## src/rtl/sfu_fp_pkg.sv

```systemverilog
// Shared float32 helpers for the SFU adder path: constants, the unpacked-operand record and the unpack function.
// SFU_ALIGN_DENORM_EN selects subnormal support; when undefined, subnormals are flushed to signed zero.
package sfu_fp_pkg;

  localparam int ALIGN_W = 28;
  localparam logic [31:0] QNAN_32 = 32'h7FC0_0000;
  localparam logic [31:0] INF_32  = 32'h7F80_0000;

  typedef struct packed {
    logic               sign;
    logic [7:0]         exp;
    logic [ALIGN_W-1:0] mant;
    logic               is_nan;
    logic               is_inf;
    logic               is_zero;
  } fp_unpacked_t;

  // flip inverts the sign so the subtrahend can be treated as an addend
  function automatic fp_unpacked_t unpack_f32(input logic [31:0] x, input logic flip);
    fp_unpacked_t u;
    logic [7:0]  e;
    logic [22:0] f;
    e = x[30:23];
    f = x[22:0];
    u.sign   = x[31] ^ flip;
    u.is_nan = (&e) & (|f);
    u.is_inf = (&e) & ~(|f);
    if (e == 8'd0) begin
`ifdef SFU_ALIGN_DENORM_EN
      u.exp     = {7'd0, |f};
      u.mant    = {2'b00, f, 3'b000};
      u.is_zero = ~(|f);
`else
      u.exp     = 8'd0;
      u.mant    = '0;
      u.is_zero = 1'b1;
`endif
    end else begin
      u.exp     = e;
      u.mant    = {2'b01, f, 3'b000};
      u.is_zero = 1'b0;
    end
    return u;
  endfunction

endpackage

```

## src/rtl/align_rshift_sticky.sv

```systemverilog
// Combinational right shifter that ORs every shifted-out bit into bit 0 and saturates
// large shift counts to a lone sticky bit.
module align_rshift_sticky #(
  parameter int W    = 28,
  parameter int SH_W = 8
) (
  input  logic [W-1:0]    din,
  input  logic [SH_W-1:0] shamt,
  output logic [W-1:0]    dout
);

  logic [W-1:0] lost;
  logic         sat;

  // bit gi falls off the end when the shift count exceeds its position
  genvar gi;
  generate
    for (gi = 0; gi < W; gi++) begin : g_lost
      assign lost[gi] = din[gi] & (shamt > SH_W'(gi));
    end
  endgenerate

  assign sat = (shamt >= SH_W'(W - 1));

  always_comb begin
    if (sat) begin
      dout = {{(W-1){1'b0}}, |din};
    end else begin
      dout = (din >> shamt) | {{(W-1){1'b0}}, |lost};
    end
  end

endmodule

```

## src/rtl/fp_align_float_32.sv

```systemverilog
// Two-stage valid/ready float32 alignment stage feeding the LZA: unpack/compare/swap, then shift/complement.
// SFU_ALIGN_DENORM_EN (see sfu_fp_pkg) enables subnormal inputs; default flushes them to signed zero.
module fp_align_float_32
  import sfu_fp_pkg::*;
#(
  parameter int WIDTH      = 32,
  parameter int MANT_WIDTH = 23,
  parameter int EXP_WIDTH  = 8
) (
  input  logic                 clk,
  input  logic                 rst_n,
  input  logic                 in_valid,
  output logic                 in_ready,
  input  logic [WIDTH-1:0]     in_a,
  input  logic [WIDTH-1:0]     in_b,
  input  logic                 in_sub,
  output logic                 out_valid,
  input  logic                 out_ready,
  output logic [WIDTH-1:0]     out_a,
  output logic [WIDTH-1:0]     out_b,
  output logic                 out_c_in,
  output logic [EXP_WIDTH-1:0] out_exp,
  output logic                 out_sign,
  output logic                 out_swap,
  output logic                 out_special,
  output logic [WIDTH-1:0]     out_special_val
);

  localparam int AW = MANT_WIDTH + 5;

  fp_unpacked_t         ua, ub;
  logic                 eff_sub_next, swap_next, cancel_next, sign_next;
  logic                 nan_next, special_next;
  logic [WIDTH-1:0]     special_val_next;
  logic [AW-1:0]        mant_large_next, mant_small_next;
  logic [EXP_WIDTH-1:0] exp_large_next, d_next;

  logic                 s1_valid_reg;
  logic [AW-1:0]        s1_mant_large_reg, s1_mant_small_reg;
  logic [EXP_WIDTH-1:0] s1_exp_reg, s1_d_reg;
  logic                 s1_eff_sub_reg, s1_sign_reg, s1_swap_reg, s1_special_reg;
  logic [WIDTH-1:0]     s1_special_val_reg;

  logic                 s2_adv;
  logic [AW-1:0]        b_al;
  logic [WIDTH-1:0]     b_ext;

  assign s2_adv   = out_ready | ~out_valid;
  assign in_ready = ~s1_valid_reg | s2_adv;

  always_comb begin
    ua = unpack_f32(in_a, 1'b0);
    ub = unpack_f32(in_b, in_sub);
    eff_sub_next = ua.sign ^ ub.sign;
    swap_next    = (ub.exp > ua.exp) || ((ub.exp == ua.exp) && (ub.mant > ua.mant));
    mant_large_next = swap_next ? ub.mant : ua.mant;
    mant_small_next = swap_next ? ua.mant : ub.mant;
    exp_large_next  = swap_next ? ub.exp : ua.exp;
    d_next          = swap_next ? (ub.exp - ua.exp) : (ua.exp - ub.exp);
    // equal magnitudes under subtraction cancel exactly to +0
    cancel_next = eff_sub_next &
                  ((ua.is_zero & ub.is_zero) | ((ua.exp == ub.exp) && (ua.mant == ub.mant)));
    nan_next     = ua.is_nan | ub.is_nan | (ua.is_inf & ub.is_inf & eff_sub_next);
    special_next = nan_next | ua.is_inf | ub.is_inf;
    special_val_next = '0;
    if (nan_next) begin
      special_val_next = QNAN_32;
    end else if (ua.is_inf) begin
      special_val_next = {ua.sign, INF_32[30:0]};
    end else if (ub.is_inf) begin
      special_val_next = {ub.sign, INF_32[30:0]};
    end
    sign_next = cancel_next ? 1'b0 : (swap_next ? ub.sign : ua.sign);
    if (special_next) begin
      sign_next = special_val_next[WIDTH-1];
    end
  end

  always_ff @(posedge clk or negedge rst_n) begin
    if (!rst_n) begin
      s1_valid_reg       <= 1'b0;
      s1_mant_large_reg  <= '0;
      s1_mant_small_reg  <= '0;
      s1_exp_reg         <= '0;
      s1_d_reg           <= '0;
      s1_eff_sub_reg     <= 1'b0;
      s1_sign_reg        <= 1'b0;
      s1_swap_reg        <= 1'b0;
      s1_special_reg     <= 1'b0;
      s1_special_val_reg <= '0;
    end else if (in_ready) begin
      s1_valid_reg <= in_valid;
      if (in_valid) begin
        s1_mant_large_reg  <= mant_large_next;
        s1_mant_small_reg  <= mant_small_next;
        s1_exp_reg         <= exp_large_next;
        s1_d_reg           <= d_next;
        s1_eff_sub_reg     <= eff_sub_next;
        s1_sign_reg        <= sign_next;
        s1_swap_reg        <= swap_next;
        s1_special_reg     <= special_next;
        s1_special_val_reg <= special_val_next;
      end
    end
  end

  align_rshift_sticky #(.W(AW), .SH_W(EXP_WIDTH)) u_rshift (
    .din   (s1_mant_small_reg),
    .shamt (s1_d_reg),
    .dout  (b_al)
  );

  assign b_ext = {{(WIDTH-AW){1'b0}}, b_al};

  // specials zero the mantissa path so the adder sees a harmless 0 + 0
  always_ff @(posedge clk or negedge rst_n) begin
    if (!rst_n) begin
      out_valid       <= 1'b0;
      out_a           <= '0;
      out_b           <= '0;
      out_c_in        <= 1'b0;
      out_exp         <= '0;
      out_sign        <= 1'b0;
      out_swap        <= 1'b0;
      out_special     <= 1'b0;
      out_special_val <= '0;
    end else if (s2_adv) begin
      out_valid <= s1_valid_reg;
      if (s1_valid_reg) begin
        out_a           <= s1_special_reg ? '0 : {{(WIDTH-AW){1'b0}}, s1_mant_large_reg};
        out_b           <= s1_special_reg ? '0 : (s1_eff_sub_reg ? ~b_ext : b_ext);
        out_c_in        <= s1_eff_sub_reg & ~s1_special_reg;
        out_exp         <= s1_exp_reg;
        out_sign        <= s1_sign_reg;
        out_swap        <= s1_swap_reg;
        out_special     <= s1_special_reg;
        out_special_val <= s1_special_reg ? s1_special_val_reg : '0;
      end
    end
  end

endmodule
```

## config.mk

```make
export PLATFORM = sky130hd
export DESIGN_NAME = fp_align_float_32
export DESIGN_NICKNAME = d
export VERILOG_FILES = /design/src/rtl/sfu_fp_pkg.sv /design/src/rtl/align_rshift_sticky.sv /design/src/rtl/fp_align_float_32.sv
export SDC_FILE = /design/constraint.sdc
export NUM_CORES = 1
export LEC_CHECK = 0
export ABC_AREA = 0
export BUFFER_PORTS_ARGS = -buffer_cell sky130_fd_sc_hd__buf_4
export CORE_ASPECT_RATIO = 0.8
export CORE_UTILIZATION = 43
export CTS_CLUSTER_DIAMETER = 60
export CTS_CLUSTER_SIZE = 30
export DETAILED_ROUTE_END_ITERATION = 10
export PLACE_DENSITY_LB_ADDON = 0.05
export SLEW_MARGIN = 20
export SYNTH_ARGS = -nofsm -noshare
export SYNTH_HDL_FRONTEND = slang
export SYNTH_HIERARCHICAL = 1
export SYNTH_SLANG_ARGS = --single-unit
```

## constraint.sdc

```tcl
create_clock -name clk -period 2.6 [get_ports clk]
set_input_delay 0.13 -clock clk [delete_from_list [all_inputs] [get_ports clk]]
set_output_delay 0.13 -clock clk [all_outputs]
set_load 0.02 [all_outputs]
```

* Word level (Yosys, flattened, before mapping) *
Cells that the tools add are included.
W data, S select, Z words.

cells by class
  $add $sub $neg = 2
  multipliers = 0
  div/mod/pow operators = 0
  magnitude comparators = 31
  equal/unequal tests = 3
  shift operators = 1
  muxes and demuxes = 19
  bitwise logic cells = 53
  reduce and logical (&&, ||, !) cells = 13

operators with widths
  cell                  number
  $mux W32              6
  $mux W28              4
  $gt A8 B5 Y1 const B  12
  $mux W36              2
  $gt A8 B4 Y1 const B  8
  $reduce_or A28 Y1     2
  $reduce_or A23 Y1     2
  $and A1 B1 Y1         37
  $gt A8 B3 Y1 const B  4
  $not A28 Y32          1
  $eq A28 B28 Y1        1
  $gt A28 B28 Y1        1
  $or A28 B1 Y28        1
  $shr A28 B8 Y28       1
  $eq A8 B8 Y1          2
  $gt A8 B1 Y1 const B  2
  $gt A8 B2 Y1 const B  2
  $logic_not A8 Y1      2
  $mux W8               2
  $reduce_and A8 Y1     2
  $sub A8 B8 Y8         2
  $ge A8 B5 Y1 const B  1
  $gt A8 B8 Y1          1
  $or A1 B1 Y1          7
  other kinds (6)       17

word-level totals
  register bits after elaboration = 218
  latch bits = 0
  bits in writable memories = 0
  bits in read-only memories = 0
  bits of input ports = 69
  memories = 0

* Logic depth before layout (Yosys ltp) *
Gate-level depths: netlist of run 1.

  depth in word-level cells = 9
  depth in mapped cells = 15
  mapped depth without buffers = 12

* Modules after synthesis *
The synthesis of run 1 kept the hierarchy.

by module, submodules not included
  module               times used  cells an instance  area an instance (sq um)
  fp_align_float_32    1           938                8131.5
  align_rshift_sticky  1           283                2148.3

* Least setup slack after synthesis of run 1 *
OpenSTA, ideal clock, no wires.

  path kind = input port to flip-flop
  from = input port in_a[23]
  to = register s1_d_reg[7]
  data arrival time = 2899 ps
  path slack = -369 ps
  stages = 14
  path buffers = 2
  cell sequence = nor4_1 -> nand2_1 -> clkbuf_1 -> nand2_1 -> ha_1 -> a211oi_1 -> nor2_1 -> a2111oi_1 -> o2111ai_2 -> nand2_1 -> buf_4 -> mux2_4 -> a211oi_1 -> nand3b_1

between the ends
  cells in the longest elaborated chain, start to end = 6

ends and longest elaborated chain
  element                                         line                     text
  from (decl)                                     fp_align_float_32.sv:14  input logic [WIDTH-1:0] in_a,
  $logic_not A8 Y1                                sfu_fp_pkg.sv:28         if (e == 8'd0) begin
  $mux W36 (*)                                    sfu_fp_pkg.sv:28
  $gt A28 B28 Y1 or $eq A8 B8 Y1 (tied branches)  fp_align_float_32.sv:55  swap_next = (ub.exp > ua.exp) || ((ub.exp == ua.exp) && (ub.mant > ua.mant));
  $logic_and A1 B1 Y1                             fp_align_float_32.sv:55
  $logic_or A1 B1 Y1                              fp_align_float_32.sv:55
  $mux W8 (*)                                     fp_align_float_32.sv:59  d_next = swap_next ? (ub.exp - ua.exp) : (ua.exp - ub.exp);
  to (signal assigned)                            fp_align_float_32.sv:97  s1_d_reg <= d_next;
  to (decl)                                       fp_align_float_32.sv:40  logic [EXP_WIDTH-1:0] s1_exp_reg, s1_d_reg;

Every way passes the cells marked *; elsewhere a longest branch is shown, timed or not.
A chain may end at the register's enable or synchronous reset.

* Worst setup path after layout of run 1 *
  from = input port in_b[23]
  to = register s1_d_reg[6]

between the ends
  cells in the longest elaborated chain, start to end = 6

ends and longest elaborated chain
  element                                         line                     text
  from (decl)                                     fp_align_float_32.sv:15  input logic [WIDTH-1:0] in_b,
  $logic_not A8 Y1                                sfu_fp_pkg.sv:28
  $mux W36 (*)                                    sfu_fp_pkg.sv:28
  $gt A28 B28 Y1 or $eq A8 B8 Y1 (tied branches)  fp_align_float_32.sv:55
  $logic_and A1 B1 Y1                             fp_align_float_32.sv:55
  $logic_or A1 B1 Y1                              fp_align_float_32.sv:55
  $mux W8 (*)                                     fp_align_float_32.sv:59

Marked as above.

==> results of run 1 <==
-- power breakdown --
| part | total, W | switching (W) | internal (W) |
|---|---|---|---|
| Sequential | 0.00308 | 0.000450 | 0.00263 |
| Clock | 0.00245 | 0.00114 | 0.00131 |
| Combinational | 0.00451 | 0.00245 | 0.00206 |
-- routing by layer --
metal	GRT usage	share of wire
met5	0	0
met4	0.0494	0.015
met3	0.0464	0.053
met2	0.383	0.42
met1	0.408	0.51
-- metrics by stage --
stage	setup TNS, ns	area, sq um	instances	utilization
2_1_floorplan	-0.148	10700	1269	-
3_3_place_gp	-26.39	12900	1756	0.551
3_5_place_dp	-29.56	12900	1756	0.551
4_1_cts	-0.236	13700	1792	0.585
5_1_grt	-6.70	14000	1802	0.600
6_report	-0.925	14000	1802	0.600
-- cell usage after synthesis, types with 3 or more instances --
| library cell | n | share of area |
|---|---|---|
| sky130_fd_sc_hd__a2111oi_2 | 3 | 0.0044 |
| sky130_fd_sc_hd__a211oi_1 | 15 | 0.011 |
| sky130_fd_sc_hd__a21o_1 | 10 | 0.0073 |
| sky130_fd_sc_hd__a21oi_1 | 88 | 0.043 |
| sky130_fd_sc_hd__a22oi_1 | 5 | 0.0037 |
| sky130_fd_sc_hd__a2bb2oi_1 | 4 | 0.0034 |
| sky130_fd_sc_hd__a31oi_1 | 28 | 0.017 |
| sky130_fd_sc_hd__and2_1 | 27 | 0.016 |
| sky130_fd_sc_hd__and3_1 | 4 | 0.0024 |
| sky130_fd_sc_hd__buf_1 | 7 | 0.0026 |
| sky130_fd_sc_hd__buf_2 | 22 | 0.011 |
| sky130_fd_sc_hd__buf_4 | 44 | 0.032 |
| sky130_fd_sc_hd__buf_6 | 4 | 0.0044 |
| sky130_fd_sc_hd__clkbuf_1 | 67 | 0.024 |
| sky130_fd_sc_hd__dfrtp_1 | 140 | 0.34 |
| sky130_fd_sc_hd__ha_1 | 40 | 0.049 |
| sky130_fd_sc_hd__inv_1 | 28 | 0.010 |
| sky130_fd_sc_hd__mux2_2 | 17 | 0.019 |
| sky130_fd_sc_hd__mux2i_1 | 36 | 0.035 |
| sky130_fd_sc_hd__mux4_1 | 5 | 0.013 |
| sky130_fd_sc_hd__mux4_2 | 15 | 0.033 |
| sky130_fd_sc_hd__nand2_1 | 186 | 0.068 |
| sky130_fd_sc_hd__nand2b_1 | 33 | 0.020 |
| sky130_fd_sc_hd__nand3_1 | 11 | 0.0054 |
| sky130_fd_sc_hd__nand3b_1 | 4 | 0.0029 |
| sky130_fd_sc_hd__nand4_1 | 21 | 0.013 |
| sky130_fd_sc_hd__nor2_1 | 80 | 0.029 |
| sky130_fd_sc_hd__nor2b_1 | 9 | 0.0055 |
| sky130_fd_sc_hd__nor3_1 | 23 | 0.011 |
| sky130_fd_sc_hd__nor4_1 | 21 | 0.013 |
| sky130_fd_sc_hd__o21a_1 | 5 | 0.0037 |
| sky130_fd_sc_hd__o21ai_0 | 49 | 0.024 |
| sky130_fd_sc_hd__o21ai_1 | 67 | 0.033 |
| sky130_fd_sc_hd__o31ai_1 | 29 | 0.021 |
| sky130_fd_sc_hd__xnor2_1 | 32 | 0.027 |
-- path summary, 6_finish.rpt --
kind / start / end / cells after the start
max reg2reg: s1_d_reg[0]$_DFFE_PN0P_ / out_b[1]$_DFFE_PN0P_ / 11
min in group asynchronous: rst_n / out_a[10]$_DFFE_PN0P_ / 2
min: out_ready / out_valid$_DFFE_PN0P_ / 3
min reg2reg: out_a[13]$_DFFE_PN0P_ / out_a[13]$_DFFE_PN0P_ / 2
max: in_b[23] / s1_d_reg[6]$_DFFE_PN0P_ / 14
max in group asynchronous: rst_n / s1_mant_small_reg[21]$_DFFE_PN0P_ / 3
-- kinds of logic (layout without fill, tap and decap cells) --
logic type	count (synthesis)	in the layout	synth area share
AO/OA/AOI/OAI	324	324	0.190
XOR/XNOR	34	34	0.0290
adder cells (fa/ha/maj)	42	42	0.0526
buffers and inverters	173	394	0.0864
flip-flops	140	140	0.341
multiplexers	76	76	0.103
other	1	49	0.000365
AND/OR/NAND/NOR	431	431	0.198
-- worst min-delay path: cells and delay by family --
family | cells | cell delay [ns]
buffers and inverters | 1 | 0.08
and+or+nand+nor | 2 | 0.23
-- repair_timing --
item / 4_1_cts / 5_1_grt
gates cloned: 0 / 1
pin swaps: 2 / 10
setup endpoints to repair: 37 / 71
hold endpoints to repair: 71 / 0
buffers inserted: 2 / 9
hold buffers: 2 / 0
resized for setup: 31 / 64
-- final cells by class --
class / count / area, sq um
multi-input cells: 956 / 6680
repair buffers: 334 / 2750
inverters: 28 / 105
well taps: 312 / 390
clock inverters: 15 / 186
flip-flops and latches: 140 / 3510
clock buffers: 17 / 425
fillers: 2126 / 9350
==> impl_metrics.xml, run 1 <==
<?xml version="1.0" encoding="UTF-8"?>
<metrics>
  <group name="setup_path">
    <metric name="worst-path-buf-inv" unit="">2</metric>
    <metric name="crit_chain" unit="">buf_6 &gt; nor4_4 &gt; nand2_2 &gt; buf_12 &gt; and2_1 &gt; ha_4 &gt; a21oi_1 &gt; o21ai_1 &gt; a2111oi_4 &gt; o2111ai_4 &gt; nand2_4 &gt; mux2_1 &gt; and4_1 &gt; o31ai_2</metric>
    <metric name="worst_path_max_delay_cell" unit="">sky130_fd_sc_hd__a2111oi_4</metric>
    <metric name="cp-end-kind" unit="">register</metric>
    <metric name="critPathLaunchType" unit="">input pin</metric>
    <metric name="reg2reg_setup_slack" unit="ns">0.15</metric>
    <metric name="critPathMaxFanout" unit="">27</metric>
    <metric name="critical_path.max_stage_delay" unit="ns">0.42</metric>
    <metric name="worst_path_dominant_cell_family" unit="">compound AO/OA/AOI/OAI gates</metric>
    <metric name="cp.required" unit="ns">2.91</metric>
    <metric name="criticalPathCategory" unit="">in2reg</metric>
    <metric name="worst_ep_arrival" unit="ns">3.03</metric>
  </group>
  <group name="pwr">
    <metric name="powerDensity" unit="nW/um^2">715</metric>
    <metric name="totalPowerFinal" unit="W">0.0100</metric>
    <metric name="p_leak" unit="nW">6.31</metric>
    <metric name="power.ir.vdd_worst" unit="mV">0.594</metric>
  </group>
  <group name="cells_and_area">
    <metric name="regMostFlops" unit="">out_b</metric>
    <metric name="design.final.nets" unit="">1588</metric>
    <metric name="layout.cells.most_common" unit="">sky130_fd_sc_hd__buf_4</metric>
    <metric name="largest_reg_flops" unit="">29</metric>
    <metric name="diodes" unit="">0</metric>
    <metric name="synthToLayoutAreaGrowth" unit="%">36.6</metric>
    <metric name="final_layout_size_suffix_gt1_frac" unit="">0.342</metric>
    <metric name="most_frequent_cells_in_the_layout" unit="">305 x sky130_fd_sc_hd__buf_4, 177 x sky130_fd_sc_hd__nand2_1, 138 x sky130_fd_sc_hd__dfrtp_1</metric>
  </group>
  <group name="sta">
    <metric name="rsz_0062_raised_after_global_routing" unit="">true</metric>
    <metric name="final.period_utilization" unit="">1.05</metric>
    <metric name="fin_worst_skew" unit="ns">0.0207</metric>
    <metric name="timing.max_slew.rel_slack" unit="">0.469</metric>
    <metric name="fmax" unit="MHz">368</metric>
    <metric name="finalHoldViolCount" unit="">0</metric>
    <metric name="finalMaxSlewViolations" unit="">0</metric>
    <metric name="hold_ws" unit="ns">0.0717</metric>
    <metric name="fin_ws" unit="ns">-0.120</metric>
    <metric name="final_period_minus_worst_setup_slack" unit="ns">2.72</metric>
    <metric name="setup-violations-final" unit="">23</metric>
    <metric name="worst_slew_pin_slew" unit="ns">0.787</metric>
  </group>
  <group name="global_route">
    <metric name="track_usage" unit="">0.264</metric>
    <metric name="global_route.overflow_total" unit="">0</metric>
    <metric name="via_count_of_the_first_global_routing_pass" unit="">9111</metric>
    <metric name="grt_pass1_wl" unit="um">51000</metric>
    <metric name="antenna_found_initial" unit="">0</metric>
    <metric name="grt_start_max_net_pins" unit="">73</metric>
  </group>
  <group name="routing">
    <metric name="drt_drc" unit="">0</metric>
    <metric name="detail_route.wirelength" unit="um">31900</metric>
    <metric name="routed-via-count" unit="">9662</metric>
    <metric name="vias_per_cell" unit="">5.36</metric>
    <metric name="drt-pass1-iter-count" unit="">5</metric>
    <metric name="detail-route-antenna-nets" unit="">0</metric>
    <metric name="route.detailed.wl_per_inst" unit="um">17.7</metric>
    <metric name="initialDrtViolationCount" unit="">960</metric>
  </group>
  <group name="logic_synthesis">
    <metric name="ys_seq_area_frac" unit="">0.341</metric>
    <metric name="ys_async_sr_fraction" unit="">1.00</metric>
    <metric name="post_synth_num_cell_types" unit="">68</metric>
    <metric name="syn-cell-area" unit="sq um">10300</metric>
    <metric name="synth-edff-count" unit="">0</metric>
    <metric name="top_reg_cell_synth" unit="">sky130_fd_sc_hd__dfrtp_1</metric>
    <metric name="ys_seq_elements" unit="">140</metric>
    <metric name="postSynthCellCount" unit="">1221</metric>
    <metric name="ys.warnings.count" unit="">6</metric>
    <metric name="synthesis.area_per_instance" unit="sq um">8.42</metric>
  </group>
  <group name="floorplanning">
    <metric name="dieArea" unit="sq um">24500</metric>
    <metric name="fp.coreArea" unit="sq um">23400</metric>
    <metric name="die-width" unit="um">175</metric>
    <metric name="initial_utilization" unit="">0.439</metric>
    <metric name="boundaryPins" unit="">179</metric>
    <metric name="rows" unit="">50</metric>
    <metric name="die_height" unit="um">140</metric>
  </group>
  <group name="placed_design">
    <metric name="port_buffers" unit="">148</metric>
    <metric name="gp_routability_congestion" unit="">0.890</metric>
    <metric name="dpl_worst_slack" unit="ns">-0.619</metric>
    <metric name="dp.final_hpwl" unit="um">24500</metric>
  </group>
  <group name="clock_tree">
    <metric name="cts.sinks" unit="">140</metric>
    <metric name="clk_pin_slew_worst_paths" unit="ns">0.07</metric>
    <metric name="max-clock-path-buffers" unit="">2</metric>
    <metric name="cts_made_buffers" unit="">17</metric>
    <metric name="tritoncts" unit="">yes</metric>
    <metric name="root_buffer" unit="">sky130_fd_sc_hd__clkbuf_16</metric>
    <metric name="h_tree_levels" unit="">4</metric>
    <metric name="clkLatencyLatePin" unit="ns">0.42</metric>
  </group>
  <group name="status">
    <metric name="violations" unit="">setup timing</metric>
    <metric name="outcome" unit="">finished, violations left</metric>
  </group>
  <group name="flow_run">
    <metric name="maxCapViolCount" unit="">0</metric>
  </group>
  <group name="worst_hold_path">
    <metric name="min_path_type" unit="">in2reg</metric>
  </group>
</metrics>
Power figures use the tool's default switching activity.
==> inputs of run 2 (changes only) <==
BUFFER_PORTS_ARGS = -buffer_cell sky130_fd_sc_hd__clkbuf_2   (was -buffer_cell sky130_fd_sc_hd__buf_4)
SLEW_MARGIN = default   (was 20)
==> run 2 against run 1 <==
  * Die area did not move
  * Worst hold slack lost 0.011 ns
  * Highest routed layer unchanged
  * Combinational power fell by 9.1%
  * Cell count decreased by 0.89%
  * Via count rose by 0.12%
  * The flow still finishes with violations (setup timing)
  * Clock-buffer cell count did not move
  * Global-route usage decreased by 0.65 points
  * First-iteration DRC count shrank 1.7%
==> impl_metrics.xml, run 2 (same netlist as run 1, synthesis figures left out) <==
<?xml version="1.0" encoding="UTF-8"?>
<metrics>
  <group name="pwr">
    <metric name="totalPowerFinal" unit="W">0.00967</metric>
    <metric name="p_leak" unit="nW">6.12</metric>
    <metric name="power.ir.vdd_worst" unit="mV">0.450</metric>
    <metric name="powerDensity" unit="nW/um^2">716</metric>
  </group>
  <group name="cells_and_area">
    <metric name="regMostFlops" unit="">out_b</metric>
    <metric name="final_layout_size_suffix_gt1_frac" unit="">0.332</metric>
    <metric name="largest_reg_flops" unit="">29</metric>
    <metric name="seq_area" unit="sq um">3510</metric>
    <metric name="layout.cells.most_common" unit="">sky130_fd_sc_hd__nand2_1</metric>
    <metric name="design.final.nets" unit="">1572</metric>
    <metric name="multi_input_gate_area" unit="sq um">6660</metric>
    <metric name="diodes" unit="">0</metric>
    <metric name="synthToLayoutAreaGrowth" unit="%">31.4</metric>
    <metric name="nFillCells" unit="">2174</metric>
    <metric name="most_frequent_cells_in_the_layout" unit="">177 x sky130_fd_sc_hd__nand2_1, 150 x sky130_fd_sc_hd__buf_4, 146 x sky130_fd_sc_hd__clkbuf_2</metric>
  </group>
  <group name="clock_tree">
    <metric name="tritoncts" unit="">yes</metric>
    <metric name="root_buffer" unit="">sky130_fd_sc_hd__clkbuf_16</metric>
    <metric name="h_tree_levels" unit="">4</metric>
    <metric name="clkLatencyLatePin" unit="ns">0.43</metric>
    <metric name="clk_pin_slew_worst_paths" unit="ns">0.07</metric>
    <metric name="max-clock-path-buffers" unit="">2</metric>
    <metric name="cts_made_buffers" unit="">17</metric>
    <metric name="cts.sinks" unit="">140</metric>
  </group>
  <group name="routing">
    <metric name="vias_per_cell" unit="">5.42</metric>
    <metric name="detail_route.wirelength" unit="um">31800</metric>
    <metric name="detail-route-antenna-nets" unit="">0</metric>
    <metric name="initialDrtViolationCount" unit="">944</metric>
    <metric name="routed-via-count" unit="">9674</metric>
    <metric name="drt-pass1-iter-count" unit="">7</metric>
    <metric name="drt_drc" unit="">0</metric>
    <metric name="route.detailed.wl_per_inst" unit="um">17.8</metric>
  </group>
  <group name="floorplanning">
    <metric name="initial_utilization" unit="">0.439</metric>
    <metric name="rows" unit="">50</metric>
    <metric name="die-width" unit="um">175</metric>
    <metric name="die_height" unit="um">140</metric>
    <metric name="dieArea" unit="sq um">24500</metric>
    <metric name="boundaryPins" unit="">179</metric>
    <metric name="fp.coreArea" unit="sq um">23400</metric>
  </group>
  <group name="setup_path">
    <metric name="worst_path_dominant_cell_family" unit="">simple AND/OR/NAND/NOR gates</metric>
    <metric name="cp-end-kind" unit="">register</metric>
    <metric name="criticalPathCategory" unit="">in2reg</metric>
    <metric name="cpMostUsedCell" unit="">sky130_fd_sc_hd__buf_12</metric>
    <metric name="crit_chain" unit="">clkbuf_8 &gt; nor4_4 &gt; nand2_2 &gt; buf_12 &gt; and2_4 &gt; ha_4 &gt; nand4_1 &gt; nor4_2 &gt; inv_1 &gt; o2111ai_4 &gt; buf_6 &gt; buf_12 &gt; a21oi_1 &gt; a31oi_2 &gt; buf_4 &gt; o21ai_1</metric>
    <metric name="worst_path_max_delay_cell" unit="">sky130_fd_sc_hd__nor4_2</metric>
    <metric name="critical_path.max_stage_delay" unit="ns">0.33</metric>
    <metric name="worst_ep_arrival" unit="ns">2.98</metric>
    <metric name="worst_r2r_path_depth" unit="">9</metric>
    <metric name="r2r-start" unit="">s1_d_reg[0]$_DFFE_PN0P_</metric>
    <metric name="worst-path-buf-inv" unit="">6</metric>
    <metric name="cp.required" unit="ns">2.89</metric>
    <metric name="critPathMaxFanout" unit="">27</metric>
    <metric name="reg2reg_setup_slack" unit="ns">0.15</metric>
    <metric name="critPathLaunchType" unit="">input pin</metric>
    <metric name="rr_endpoint" unit="">out_b[2]$_DFFE_PN0P_</metric>
  </group>
  <group name="worst_hold_path">
    <metric name="min_delay_worst_endpoint" unit="">out_valid$_DFFE_PN0P_</metric>
    <metric name="holdPathStages" unit="">3</metric>
    <metric name="min_path_type" unit="">in2reg</metric>
    <metric name="timing.hold.worst.start" unit="">out_ready</metric>
  </group>
  <group name="sta">
    <metric name="timing.max_slew.rel_slack" unit="">0.545</metric>
    <metric name="finalMaxSlewViolations" unit="">0</metric>
    <metric name="fin_worst_skew" unit="ns">0.0193</metric>
    <metric name="fin_ws" unit="ns">-0.0848</metric>
    <metric name="rsz_0062_raised_after_global_routing" unit="">true</metric>
    <metric name="setup-violations-final" unit="">21</metric>
    <metric name="final.period_utilization" unit="">1.03</metric>
    <metric name="timing.setup.tns" unit="ns">-0.638</metric>
    <metric name="final_period_minus_worst_setup_slack" unit="ns">2.68</metric>
    <metric name="fmax" unit="MHz">372</metric>
    <metric name="worst_slew_pin_slew" unit="ns">0.674</metric>
    <metric name="finalHoldViolCount" unit="">0</metric>
  </group>
  <group name="status">
    <metric name="violations" unit="">setup timing</metric>
    <metric name="outcome" unit="">finished, violations left</metric>
  </group>
  <group name="global_route">
    <metric name="grt_start_max_net_pins" unit="">64</metric>
    <metric name="track_usage" unit="">0.258</metric>
    <metric name="antenna_found_initial" unit="">0</metric>
    <metric name="global_route.overflow_total" unit="">0</metric>
    <metric name="grt_pass1_wl" unit="um">49600</metric>
    <metric name="via_count_of_the_first_global_routing_pass" unit="">8782</metric>
  </group>
  <group name="placed_design">
    <metric name="gp_routability_congestion" unit="">0.919</metric>
    <metric name="dp.final_hpwl" unit="um">23800</metric>
    <metric name="port_buffers" unit="">148</metric>
  </group>
  <group name="flow_run">
    <metric name="maxCapViolCount" unit="">0</metric>
  </group>
</metrics>
## run 2: layout make-up
class / instances / share of cell area
well taps: 312 / 0.0289
clock buffers: 17 / 0.0315
inverters: 28 / 0.00778
clock inverters: 15 / 0.0140
multi-input cells: 956 / 0.493
flip-flops and latches: 140 / 0.260
repair buffers: 318 / 0.165
## run 2: worst max-delay path by stage
stage / startpoint / endpoint / cells past startpoint / slack, ns
floorplan: in_b[29] / s1_d_reg[7]$_DFFE_PN0P_ / 14 / -0.07
global placement: in_b[23] / s1_mant_large_reg[13]$_DFFE_PN0P_ / 16 / -0.60
detailed placement: in_b[23] / s1_mant_large_reg[13]$_DFFE_PN0P_ / 16 / -0.60
CTS: in_b[26] / s1_mant_large_reg[13]$_DFFE_PN0P_ / 16 / -0.05
global route: in_b[26] / s1_mant_small_reg[9]$_DFFE_PN0P_ / 17 / -0.20
finish: in_b[26] / s1_mant_large_reg[13]$_DFFE_PN0P_ / 16 / -0.08
## run 2: what timing repair did
action	4_1_cts	5_1_grt
hold buffers	2	0
endpoints found under the hold margin	62	0
gates resized for setup	31	45
buffers inserted	1	5
pin swaps	8	5
endpoints found under the setup margin	33	69
cloned	0	3
## run 2: stage by stage
| step | hold WS, ns | instances | util | setup WS [ns] | instance area [sq um] |
|---|---|---|---|---|---|
| 3_5_place_dp | 0.164 | 1744 | 0.530 | -0.599 | 12400 |
| 4_1_cts | 0.0466 | 1779 | 0.564 | -0.0529 | 13200 |
| 2_1_floorplan | -0.166 | 1269 | - | -0.0714 | 10700 |
| 6_report | 0.0607 | 1786 | 0.577 | -0.0848 | 13500 |
| 3_3_place_gp | 0.163 | 1744 | 0.530 | -0.598 | 12400 |
| 5_1_grt | 0.0889 | 1786 | 0.577 | -0.201 | 13500 |
## run 2: where the power goes
part / switching (W) / total [W] / internal [W] / leakage [nW]
clock: 0.00117 / 0.00248 / 0.00131 / 0.298
combinational: 0.00237 / 0.00410 / 0.00174 / 4.06
sequential: 0.000456 / 0.00309 / 0.00263 / 1.77
total: 0.00399 / 0.00967 / 0.00568 / 6.12
## run 2: worst reg2reg max path, delay by kind of cell (launching register included)
family	cells	cell delay (ns)
xor gates and xnor gates	1	0.15
DFF	1	0.51
and+or+nand+nor	2	0.13
muxes	2	0.85
buffers and inverters	1	0.18
AOI/OAI and AO/OA	3	0.56
## run 2: routing by layer
metal  vias to the layer above  global-route usage  share of wire
li1                       4729                   -              -
met2                       368               0.378           0.43
met3                        24              0.0361          0.067
met1                      4553               0.403           0.50
met4                         0              0.0426         0.0071
met5                         -                   0              0
